$ cat src/rtl/dmem_pkg.sv
// Shared definitions for the data-memory controller: funct3 codes, FSM states,
// lane masks and the request legality check.
package dmem_pkg;

   typedef enum logic [2:0] {
      ST_IDLE = 3'd0,
      ST_RD   = 3'd1,
      ST_WAIT = 3'd2,
      ST_WR   = 3'd3,
      ST_RESP = 3'd4
   } state_e;

   localparam logic [2:0] F3_B  = 3'd0;
   localparam logic [2:0] F3_H  = 3'd1;
   localparam logic [2:0] F3_W  = 3'd2;
   localparam logic [2:0] F3_BU = 3'd4;
   localparam logic [2:0] F3_HU = 3'd5;

   localparam logic [31:0] LANE_MASK_B = 32'h0000_00FF;
   localparam logic [31:0] LANE_MASK_H = 32'h0000_FFFF;

   // funct3[1:0] gives the access size for both loads and the unsigned load variants.
   function automatic logic req_err(input logic we, input logic [2:0] f3, input logic [1:0] a);
      logic bad_f3;
      logic misal;
      bad_f3 = we ? (f3 > F3_W) : ((f3 == 3'd3) || (f3 >= 3'd6));
      misal  = ((f3[1:0] == 2'd1) && a[0]) || ((f3[1:0] == 2'd2) && (a != 2'b00));
      return bad_f3 | misal;
   endfunction

endpackage

$ cat src/rtl/dmem_lane.sv
// Byte/half lane logic: merges store data into a read word and extracts and
// extends load data from it. Purely combinational.
module dmem_lane
   import dmem_pkg::*;
(
   input  logic [2:0]  iFUNC3,
   input  logic [1:0]  iADDR_LO,
   input  logic [31:0] iRD_WORD,
   input  logic [31:0] iWR_DATA,
   output logic [31:0] oWR_WORD,
   output logic [31:0] oLD_DATA
);

   logic [4:0]  byte_sh;
   logic [4:0]  half_sh;
   logic [7:0]  lane_b;
   logic [15:0] lane_h;

   always_comb begin
      byte_sh = {iADDR_LO, 3'b000};
      half_sh = {iADDR_LO[1], 4'b0000};
      lane_b  = 8'(iRD_WORD >> byte_sh);
      lane_h  = 16'(iRD_WORD >> half_sh);

      oWR_WORD = iWR_DATA;
      case (iFUNC3)
         F3_B:    oWR_WORD = (iRD_WORD & ~(LANE_MASK_B << byte_sh)) | ((iWR_DATA & LANE_MASK_B) << byte_sh);
         F3_H:    oWR_WORD = (iRD_WORD & ~(LANE_MASK_H << half_sh)) | ((iWR_DATA & LANE_MASK_H) << half_sh);
         default: oWR_WORD = iWR_DATA;
      endcase

      oLD_DATA = iRD_WORD;
      case (iFUNC3)
         F3_B:    oLD_DATA = {{24{lane_b[7]}}, lane_b};
         F3_BU:   oLD_DATA = {24'h0, lane_b};
         F3_H:    oLD_DATA = {{16{lane_h[15]}}, lane_h};
         F3_HU:   oLD_DATA = {16'h0, lane_h};
         default: oLD_DATA = iRD_WORD;
      endcase
   end

endmodule

$ cat src/rtl/dmem_ctrl.sv
// Load/store sequencer for a single-port word RAM: one request at a time,
// sub-word stores done as read-modify-write over separate RAM cycles.
module dmem_ctrl #(
   parameter int ADDR_W = 8,
   parameter int RD_LAT = 1
) (
   input  logic              iCLK,
   input  logic              iRST,
   input  logic              iREQ_VALID,
   output logic              oREQ_READY,
   input  logic              iREQ_WE,
   input  logic [2:0]        iREQ_FUNC3,
   input  logic [ADDR_W+1:0] iREQ_ADDR,
   input  logic [31:0]       iREQ_WDATA,
   output logic              oRSP_VALID,
   input  logic              iRSP_READY,
   output logic [31:0]       oRSP_RDATA,
   output logic              oRSP_ERR,
   output logic              oRAM_CE,
   output logic              oRAM_RD,
   output logic              oRAM_WR,
   output logic [ADDR_W-1:0] oRAM_ADDR,
   input  logic [31:0]       iRAM_DATA,
   output logic [31:0]       oRAM_DATA
);

   import dmem_pkg::*;

   state_e            state_q, state_d;
   logic              we_q, we_d;
   logic [2:0]        f3_q, f3_d;
   logic [ADDR_W+1:0] addr_q, addr_d;
   logic [31:0]       wdata_q, wdata_d;
   logic [31:0]       rword_q, rword_d;
   logic              err_q, err_d;
   logic [1:0]        cnt_q, cnt_d;
   logic [31:0]       wr_word;
   logic [31:0]       ld_data;
   logic              rsp_vld;

   dmem_lane u_lane (
      .iFUNC3   (f3_q),
      .iADDR_LO (addr_q[1:0]),
      .iRD_WORD (rword_q),
      .iWR_DATA (wdata_q),
      .oWR_WORD (wr_word),
      .oLD_DATA (ld_data)
   );

   always_ff @(posedge iCLK) begin
      if (iRST) begin
         state_q <= ST_IDLE;
         we_q    <= 1'b0;
         f3_q    <= '0;
         addr_q  <= '0;
         wdata_q <= '0;
         rword_q <= '0;
         err_q   <= 1'b0;
         cnt_q   <= '0;
      end else begin
         state_q <= state_d;
         we_q    <= we_d;
         f3_q    <= f3_d;
         addr_q  <= addr_d;
         wdata_q <= wdata_d;
         rword_q <= rword_d;
         err_q   <= err_d;
         cnt_q   <= cnt_d;
      end
   end

   always_comb begin
      state_d = state_q;
      we_d    = we_q;
      f3_d    = f3_q;
      addr_d  = addr_q;
      wdata_d = wdata_q;
      rword_d = rword_q;
      err_d   = err_q;
      cnt_d   = cnt_q;
      case (state_q)
         ST_IDLE: begin
            if (iREQ_VALID) begin
               we_d    = iREQ_WE;
               f3_d    = iREQ_FUNC3;
               addr_d  = iREQ_ADDR;
               wdata_d = iREQ_WDATA;
               err_d   = req_err(iREQ_WE, iREQ_FUNC3, iREQ_ADDR[1:0]);
               if (err_d)                              state_d = ST_RESP;
               else if (iREQ_WE && iREQ_FUNC3 == F3_W) state_d = ST_WR;
               else                                    state_d = ST_RD;
            end
         end
         ST_RD: begin
            cnt_d   = 2'(RD_LAT - 1);
            state_d = ST_WAIT;
         end
         // Counter runs down to zero; the read word is valid in the last WAIT cycle.
         ST_WAIT: begin
            if (cnt_q == 2'd0) begin
               rword_d = iRAM_DATA;
               state_d = we_q ? ST_WR : ST_RESP;
            end else begin
               cnt_d = cnt_q - 2'd1;
            end
         end
         ST_WR:   state_d = ST_RESP;
         ST_RESP: if (iRSP_READY) state_d = ST_IDLE;
         default: state_d = ST_IDLE;
      endcase
   end

   always_comb begin
      rsp_vld    = (state_q == ST_RESP);
      oREQ_READY = (state_q == ST_IDLE);
      oRSP_VALID = rsp_vld;
      oRSP_ERR   = rsp_vld & err_q;
      oRSP_RDATA = (rsp_vld && !we_q && !err_q) ? ld_data : 32'h0;
      // Strobes are gated by reset so an abandoned RMW never writes.
      oRAM_CE    = !iRST && ((state_q == ST_RD) || (state_q == ST_WAIT) || (state_q == ST_WR));
      oRAM_RD    = !iRST && (state_q == ST_RD);
      oRAM_WR    = !iRST && (state_q == ST_WR);
      oRAM_ADDR  = addr_q[ADDR_W+1:2];
      oRAM_DATA  = wr_word;
   end

endmodule

$ cat config.mk
export PLATFORM = sky130hd
export DESIGN_NAME = dmem_ctrl
export DESIGN_NICKNAME = d
export VERILOG_FILES = /design/src/rtl/dmem_pkg.sv /design/src/rtl/dmem_lane.sv /design/src/rtl/dmem_ctrl.sv
export SDC_FILE = /design/constraint.sdc
export NUM_CORES = 1
export LEC_CHECK = 0
export ABC_AREA = 1
export ABC_CLOCK_PERIOD_IN_PS = 1900
export CORE_UTILIZATION = 48
export CTS_CLUSTER_SIZE = 10
export DETAILED_ROUTE_END_ITERATION = 8
export PLACE_DENSITY = 0.89
export SYNTH_ARGS = -nofsm -noshare
export SYNTH_HDL_FRONTEND = slang
export SYNTH_SLANG_ARGS = --single-unit
$ cat constraint.sdc
create_clock -name iCLK -period 1.9 [get_ports iCLK]
set_input_delay 0.19 -clock iCLK [delete_from_list [all_inputs] [get_ports iCLK]]
set_output_delay 0.19 -clock iCLK [all_outputs]
set_load 0.05 [all_outputs]
Word-level counts from Yosys, hierarchy flattened
Cells that the tools add are included.
- logic and storage cells: 77
- input bits: 82
- register bits after elaboration: 84
- output and inout port bits: 78
- reductions and logical operators: 24
- add/sub/neg operators: 1
- shift-type cells: 6
- bitwise logic cells: 8
- equality and inequality tests: 15
- mux-type cells: 13
- order comparisons: 2
- operators by type and width (operator ; count):
    32-bit case mux with 4 select lines ; 1
    32-bit AND ; 2
    32-bit inverter ; 2
    32-bit bitwise OR ; 2
    32-bit case mux with 2 select lines ; 1
    32-bit two-way mux ; 1
    16-bit by 5-bit << shifter with 32-bit output ; 1
    16-bit by 5-bit << shifter with 32-bit output, first input constant ; 1
    8-bit by 5-bit << shifter with 32-bit output ; 1
    8-bit by 5-bit << shifter with 32-bit output, first input constant ; 1
    32-bit by 5-bit >> shifter with 16-bit output ; 1
    32-bit by 5-bit >> shifter with 8-bit output ; 1
    3-bit two-way mux ; 5
    3-bit case mux with 5 select lines ; 1
    3-bit by 2-bit equality test with 1-bit output, second input constant ; 4
    3-bit equality test, second input constant ; 3
    1-bit logical AND ; 8
    3-bit by 1-bit equality test with 1-bit output, second input constant ; 2
    3-bit zero test ; 2
    2-bit inequality test, second input constant ; 3
    2-bit AND reduction ; 3
    1-bit logical OR ; 4
    2-bit two-way mux ; 2
    2-bit case mux with 2 select lines ; 1
    13 further kinds ; 16

Depth between registers and ports, before layout
Gate-level depths: netlist (run 1).
- word-level depth: 7
- depth in mapped cells: 10
- depth with buffers taken out: 9

Modules after synthesis
From an unflattened synthesis (run 1), not the netlist that was laid out.
- cells, all modules: 919
- area, all modules: 5361.4 µm²
- modules (own cells, without submodules) (module ; times used ; cells each ; area an instance (µm²) ; sequential area each (µm²)):
    dmem_ctrl ; 1 ; 485 ; 3422.0 ; 1681.6
    dmem_lane ; 1 ; 434 ; 1939.4 ; 0.0

Worst setup path before layout (run 1)
OpenSTA, ideal clock, no wires.
- path type: input to output
- start: input port iRST
- end: output port oRAM_RD
- data arrival time: 2155 ps
- data required time: 1710 ps
- buffers on the path: 3
- stages: 4
- path slack: -445 ps
- path through: buf_2 -> buf_2 -> buf_2 -> nor4_1
- longest elaborated chain between the ends: 2
- RTL lines (what ; RTL line ; text):
    start, declared ; dmem_ctrl.sv:8 ; input logic iRST,
    1-bit zero test ; dmem_ctrl.sv:121 ; oRAM_RD = !iRST && (state_q == ST_RD);
    1-bit logical AND ; dmem_ctrl.sv:121 ;
    end, declared ; dmem_ctrl.sv:20 ; output logic oRAM_RD,
No other way between the ends.

Worst setup path after layout (run 1)
- start: register addr_q[1]
- end: output port oRAM_DATA[14]
- longest elaborated chain between the ends: 5
- elaborated cells on any way between the ends: 11
- those cells by class: shift: 4; mux: 1; bitwise: 6
- RTL lines (what ; RTL line ; text):
    start, declared ; dmem_ctrl.sv:32 ; logic [ADDR_W+1:0] addr_q, addr_d;
    start signal, assigned ; dmem_ctrl.sv:64 ; addr_q <= addr_d;
    16-bit by 5-bit << shifter with 32-bit output or 8-bit by 5-bit << shifter with 32-bit output (tied branches) ; dmem_lane.sv:28, dmem_lane.sv:27 ;
    32-bit inverter (on tied branches) ; dmem_lane.sv:28, dmem_lane.sv:27 ;
    32-bit AND (on tied branches) ; dmem_lane.sv:28, dmem_lane.sv:27 ;
    32-bit bitwise OR (on tied branches) ; dmem_lane.sv:28, dmem_lane.sv:27 ;
    32-bit case mux with 2 select lines * ; dmem_lane.sv:26 ; case (iFUNC3)
    end, declared ; dmem_ctrl.sv:24 ; output logic [31:0] oRAM_DATA
Mark *: on every way between the ends. The rest lies on a longest branch, timed or not.

==> results of run 1 <==
==> through the flow <==
stage / setup slack (ns) / cell area [sq um] / instances / util / hold slack (ns)
after floorplan: -0.162 / 5530 / 743 / - / 0.357
after global placement: 0.0920 / 7390 / 1011 / 0.672 / 0.448
after detailed placement: 0.0605 / 7390 / 1011 / 0.672 / 0.454
after CTS: -0.0723 / 8130 / 1038 / 0.740 / 0.378
after global routing: -0.255 / 8780 / 1052 / 0.799 / 0.397
final: -0.231 / 8780 / 1052 / 0.799 / 0.381
==> where the power goes <==
part / leakage [uW] / switching, uW / internal (uW)
Clock: 0.000138 / 812 / 908
Sequential: 0.000693 / 162 / 1940
Combinational: 0.00248 / 2610 / 1650
==> registers in the layout (all words and copies together), names as in the netlist <==
signal,cells
f3_q,3
addr_q,10
err_q,1
wdata_q,32
we_q,1
cnt_q,2
state_q,3
rword_q,32
==> final timing paths <==
check / to / slack (ns) / cells past startpoint
hold / removal: state_q[2] / 0.38 / 2
setup reg to reg: rword_q[8] / 0.29 / 8
hold reg to reg: addr_q[2] / 0.46 / 2
setup / recovery: oRAM_DATA[14] / -0.23 / 7
==> cell type report <==
class | count | area, sq um
multi-input cells | 508 | 3700
repair buffers | 209 | 2520
fillers | 593 | 2210
flip-flops and latches | 84 | 1700
inverters | 94 | 379
clock buffers | 9 | 225
well taps | 140 | 175
clock inverters | 7 | 58.8
repair inverters | 1 | 16.3
==> cell usage after synthesis <==
cell type and instances:
nor2_1 105, a211oi_2 38, o21ai_0 42, nand3_2 1, o211ai_1 27, a211oi_1 41, nand2_4 7, nor2_8 2
nand4_1 1, a21oi_2 1, nand3b_1 2, a21oi_1 39, buf_6 11, inv_1 88, nor2_2 3, dfxtp_1 84
nor2_4 12, nor4_1 1, o221ai_2 2, o211ai_2 1, buf_1 4, ha_1 1, inv_2 4, nand3_4 1
buf_4 11, buf_8 2, nand3_1 18, inv_4 1, nor3_1 4, inv_6 1, o21bai_1 1, o221ai_1 21
nand2_1 108, o22ai_1 23, buf_2 20, nand2_2 2, clkbuf_1 13
==> kinds of logic (layout without fill, tap and decap cells) <==
kind of cell,after synthesis,in the layout,share of synthesized area
AOI/OAI and AO/OA,236,236,0.324
DFF,84,84,0.307
and+or+nand+nor,267,271,0.228
buffers and inverters,155,320,0.139
adders and majority gates,1,1,0.00228
==> repair_timing <==
item | in CTS | in global routing
gates cloned | 3 | 3
pin swaps | 15 | 28
endpoints found under the hold margin | 0 | 0
resized for setup | 79 | 126
setup endpoints to repair | 64 | 64
buffers inserted | 8 | 11
==> worst max-delay path, delay by kind of cell, from the launching register on <==
kind	cells	cell delay, ns
buffers and inverters	3	0.52
AND/OR/NAND/NOR	1	0.12
flip-flops	1	0.38
AO/OA/AOI/OAI	3	0.57
==> layout by cell type, fill, tap and decap left out, types with 4 or more instances in the layout <==
cell type	Yosys	routed
a21oi_2	1	12
nor2_4	12	22
a21oi_1	39	27
dfxtp_2	0	4
nor2_2	3	8
o21ai_0	42	20
clkbuf_16	0	11
dfxtp_4	0	4
buf_12	0	41
o22ai_1	23	20
a211oi_1	41	34
o221ai_4	0	14
nand2_2	2	8
a211oi_2	38	45
nand2_1	108	101
buf_6	11	24
o221ai_2	2	9
o21ai_2	0	12
nand2_8	0	6
buf_8	2	12
dfxtp_1	84	76
clkdlybuf4s50_1	0	88
buf_4	11	42
o21ai_1	0	10
nand3_1	18	18
nand2_4	7	4
nor2_1	105	91
inv_2	4	7
o211ai_1	27	27
inv_1	88	82
==> per-layer routing <==
layer | vias to the layer above | global-route usage
li1 | 2888 | -
met4 | 0 | 0.208
met1 | 3021 | 0.404
met3 | 164 | 0.0681
met5 | - | 0
met2 | 538 | 0.528
==> results by group, run 1 <==
Logic synthesis
  – Post-synthesis area per instance: 7.38 sq um
  – Synth top area share: 0.307
  – Yosys cell types: 37
  – Post-synthesis sequential area ratio: 0.307
  – Syn nets: 826
  – FF+latch count, synth: 84
  – Ys Warns: 0
  – Area contributors post-synth: dfxtp_1 31%, a211oi_2 8.7%, nand2_1 7.4%
  – Syn Inst Count: 743
  – Mapped cell area: 5480 sq um
  – Synth area leader: dfxtp_1

Timing
  – Actual slew at the worst max-slew pin: 0.683 ns
  – Post-layout min period: 2.13 ns
  – Max transition margin: 0.545
  – Final Max Slew Viols: 0
  – Achievable Freq: 469 MHz
  – Final setup margin: -0.231 ns
  – Crit share post-route: 1.12
  – # setup viols final: 54
  – Final hold vios: 0
  – Clk_skew: 0.00536 ns
  – Unrepaired setup endpoints after global routing: yes
  – Setup TNS: -4.44 ns

Setup path
  – CP Max Fanout: 8
  – Critical Path RT: 1.71 ns
  – WS Path Type: reg -> out
  – Setup crit start: addr_q[1]
  – CP Capture Type: primary output
  – Worst reg2reg startpoint: state_q[2]
  – Startpoint Class: flop
  – Crit path cell chain: inv_4 > nand2_1 > inv_2 > a21oi_2 > o21ai_1 > o221ai_4 > buf_12
  – Arrival @ worst endpoint: 1.94 ns
  – CP peak stage delay: 0.38 ns
  – Slowest cell on the critical path: dfxtp_4

Floorplanning
  – Horiz. Die Dim: 109 um
  – Core region area: 11,000 sq um
  – Initial Utilization: 0.499
  – Die ar.: 11,900 sq um
  – IO Pins: 160
  – Die H: 109 um
  – Site row count: 38

Placement
  – Number of I/O port buffers: 159
  – Final GP Congestion: 0.980
  – HPWL after detailed placement: 13,800 um

Route
  – Routed WL per cell: 22.3 um
  – DR top layer: met4
  – Drt via density: 6.28
  – Routed Antenna Nets: 0
  – Met2 WL: 10,400 um
  – DRC Markers: 11
  – Routed WL: 23,400 um
  – DR WL met3: 2770 um
  – Vias: 6,611
  – DRT Pass-1 Iters: 9
  – M1 wire length: 8390 um
  – 1st-iter DRT viols: 994

Global route
  – Gr usage total: 0.330
  – Largest net degree at the start of global routing: 52
  – First-pass GRT wire length: 29,800 um
  – Antenna violations before repair: 0
  – Vias in the first global route: 5,844
  – Grt ovf: 0

Outcome
  – Failing checks: DRC, setup timing
  – Status: complete, but fails checks

Cells and area
  – N_diodes: 0
  – Layout area overhead: 60.1%
  – Fin nets: 990
  – Share of cells above drive strength 1: 0.341

Power and ir drop
  – Pwr/cell area: 921 nW/um^2
  – Pwr Total: 8080 uW
  – Worst IR Drop VDD: 0.671 mV
  – Leakage power: 0.00331 uW

Run
  – Max cap viols: 0

Clock tree
  – CTS Root Cell: clkbuf_16
  – Worst-Skew Late Latency: 0.35 ns
  – Sinks on Clock Net: 84
  – Cts hold-fix bufs: 0
  – CTS Buffer Depth: 2
  – CTS tree: built
  – Total CTS buffers: 9
  – Clock transition at path regs: 0.07 ns
  – H-tree lvl count: 3

Worst hold path
  – Hold crit path type: in -> reg
  – Hold Startpoint: iRST
Power figures use the tool's default switching activity.
==> inputs of run 2 (changes only) <==
Settings changed: CTS_CLUSTER_SIZE 10 to unset.
==> results of run 2 <==
Final layout, timing and power as in run 1 (identical DEF).
==> inputs of run 3 (changes only) <==
Settings changed: REMOVE_ABC_BUFFERS set to 1.
==> results by group, run 3 (synthesis results as in run 1) <==
Outcome
  – Status: complete, but fails checks (unchanged)
  – Failing checks: DRC, setup timing (unchanged)

Cells and area
  – Final core occ: 0.833 (was 0.799)
  – Layout area overhead: 66.8% (was 60.1%)
  – Final instance area: 9150 sq um (was 8780 sq um)
  – Commonest non-fill, non-tap cell in the layout: nor2_1 (was nand2_1)
  – Biggest regs: rword_q x32, wdata_q x32, addr_q x10 (unchanged)
  – N_diodes: 0 (unchanged)
  – Fin nets: 1,023 (was 990)
  – Share of cells above drive strength 1: 0.395 (was 0.341)
  – Filler Cells Inserted: 516 (was 593)
  – Most frequent cells in the layout: 93 x nor2_1, 88 x clkdlybuf4s50_1, 86 x nand2_1 (was 101 x nand2_1, 91 x nor2_1, 88 x clkdlybuf4s50_1)

Floorplanning
  – Initial Utilization: 0.499 (unchanged)
  – Die H: 109 um (unchanged)
  – Die ar.: 11,900 sq um (unchanged)
  – Core region area: 11,000 sq um (unchanged)
  – IO Pins: 160 (unchanged)
  – Site row count: 38 (unchanged)
  – Horiz. Die Dim: 109 um (unchanged)

Setup path
  – Slowest cell on the critical path: a21oi_1 (was dfxtp_4)
  – Arrival @ worst endpoint: 2.34 ns (was 1.94 ns)
  – Critical Path RT: 1.71 ns (about the same)
  – CP peak stage delay: 0.52 ns (was 0.38 ns)
  – WS Path Type: reg -> out (unchanged)
  – Most used cell, CP: buf_6
  – Crit path cell chain: buf_8 > nor2_4 > buf_6 > a21oi_1 > o21ai_1 > o221ai_2 > buf_6 (was inv_4 > nand2_1 > inv_2 > a21oi_2 > o21ai_1 > o221ai_4 > buf_12)
  – Startpoint Class: flop (unchanged)
  – CP Capture Type: primary output (unchanged)
  – Crit-path leading delay family: compound AO/OA/AOI/OAI gates (unchanged)
  – Crit path buffers/inverters: 3 (unchanged)
  – CP Max Fanout: 8 (unchanged)

Timing
  – Achievable Freq: 395 MHz (was 469 MHz)
  – Crit share post-route: 1.33 (was 1.12)
  – Post-layout min period: 2.53 ns (was 2.13 ns)
  – Clk_skew: 0.00989 ns (was 0.00536 ns)
  – Actual slew at the worst max-slew pin: 0.611 ns (was 0.683 ns)
  – Max transition margin: 0.593 (was 0.545)
  – Final setup margin: -0.634 ns (was -0.231 ns)
  – # setup viols final: 64 (was 54)
  – Unrepaired setup endpoints after global routing: yes (unchanged)
  – Final Max Slew Viols: 0 (unchanged)
  – Setup TNS: -9.81 ns (was -4.44 ns)
  – Final hold vios: 0 (unchanged)

Clock tree
  – CTS Buffer Depth: 2 (unchanged)
  – H-tree lvl count: 3 (unchanged)
  – Cts hold-fix bufs: 0 (unchanged)
  – Total CTS buffers: 9 (unchanged)
  – CTS tree: built (unchanged)
  – CTS Root Cell: clkbuf_16 (unchanged)
  – Sinks on Clock Net: 84 (unchanged)
  – Clock transition at path regs: 0.07 ns (about the same)
  – Worst-Skew Late Latency: 0.36 ns (was 0.35 ns)

Global route
  – Grt peak-use layer: met2 (unchanged)
  – Vias in the first global route: 6,567 (was 5,844)
  – Gr usage total: 0.368 (was 0.330)
  – Grt met2 use: 0.566 (was 0.528)
  – Largest net degree at the start of global routing: 76 (was 52)
  – Met3 usage: 0.109 (was 0.0681)
  – Antenna violations before repair: 2 (was 0)
  – Routing usage on met1: 0.439 (was 0.404)
  – Grt ovf: 0 (unchanged)
  – First-pass GRT wire length: 33,700 um (was 29,800 um)

Worst hold path
  – Hold crit path type: in -> reg (unchanged)

Placement
  – HPWL after detailed placement: 12,700 um (was 13,800 um)
  – Number of I/O port buffers: 159 (unchanged)
  – Placed Area: 7290 sq um (was 7390 sq um)
  – Final GP Congestion: 0.891 (was 0.980)

Route
  – Drt via density: 7.05 (was 6.28)
  – Vias: 7,647 (was 6,611)
  – Routed WL per cell: 27.0 um (was 22.3 um)
  – Routed Antenna Nets: 0 (unchanged)
  – DRT Pass-1 Iters: 9 (unchanged)
  – Routed WL: 29,300 um (was 23,400 um)
  – DRC Markers: 41 (was 11)
  – 1st-iter DRT viols: 1,267 (was 994)

Power and ir drop
  – Worst IR Drop VDD: 0.638 mV (was 0.671 mV)
  – Pwr Total: 8500 uW (was 8080 uW)
  – Clk pwr share: 0.213 (about the same)
  – Gate power share: 0.539 (was 0.527)
  – Cell Int Power: 4630 uW (was 4500 uW)
  – Sequential share of power: 0.249 (was 0.261)
  – Leakage power: 0.00354 uW (was 0.00331 uW)
  – Switching power: 3870 uW (was 3580 uW)
  – Sw frac: 0.455 (was 0.443)
  – Pwr/cell area: 930 nW/um^2 (was 921 nW/um^2)

Run
  – Max cap viols: 0 (unchanged)
[run 3: changes by cell type in the layout (fill, tap and decap cells not counted), sizes merged]
cell,before,now
buf,119,156
inv,96,91
clkbuf,11,13
clkinv,4,6
nand2,119,117
bufinv,0,1
nand3,21,20
nor2,123,122
[run 3: layout make-up]
type                            instances  area, sq um  area share
Multi-Input combinational cell        504         3800       0.416
Clock inverter                          5         52.6     0.00575
Sequential cell                        84         1700       0.186
Timing Repair inverter                  1         8.76    0.000958
Clock buffer                           11          233      0.0254
Inverter                               94          399      0.0436
Timing Repair Buffer                  246         2780       0.304
Tap cell                              140          175      0.0192
[run 3: path summary, 6_finish.rpt]
path | from | to | slack [ns] | depth (start not counted)
setup / recovery | addr_q[0] | oRAM_DATA[0] | -0.63 | 7
hold / removal | iRST | state_q[2] | 0.11 | 2
setup reg to reg | state_q[2] | rword_q[7] | 0.07 | 7
hold reg to reg | addr_q[8] | addr_q[8] | 0.46 | 2
[run 3: power by group through the flow]
| stage | registers (uW) | clock network, uW | logic [uW] |
|---|---|---|---|
| 2_1_floorplan | 2160 | 0 | 1840 |
| 3_3_place_gp | 2070 | 0 | 3190 |
| 3_5_place_dp | 2080 | 0 | 3230 |
| 4_1_cts | 2060 | 1730 | 3650 |
| 5_1_grt | 2120 | 1860 | 4660 |
| 6_report | 2110 | 1810 | 4580 |
[run 3: per-stage QoR]
stage	hold WS, ns	setup WS [ns]	std cells
6_report	0.114	-0.634	1085
3_5_place_dp	0.457	-0.103	1027
5_1_grt	0.132	-0.527	1085
4_1_cts	0.134	-0.0494	1065
2_1_floorplan	0.259	-0.792	682
3_3_place_gp	0.447	-0.0838	1027
[run 3: timing repair]
action | CTS | global route
cloned | 2 | 2
buffers inserted | 20 | 21
gates resized for setup | 133 | 173
endpoints found under the hold margin | 0 | 0
pin swaps | 11 | 30
setup endpoints to repair | 64 | 64
[run 3: layer usage]
metal | part of all wire | wire (um) | vias up
met5 | 0 | 0 | -
met4 | 0.11 | 3090 | 0
met3 | 0.15 | 4530 | 354
met2 | 0.41 | 12100 | 925
met1 | 0.33 | 9570 | 3414
li1 | - | - | 2954
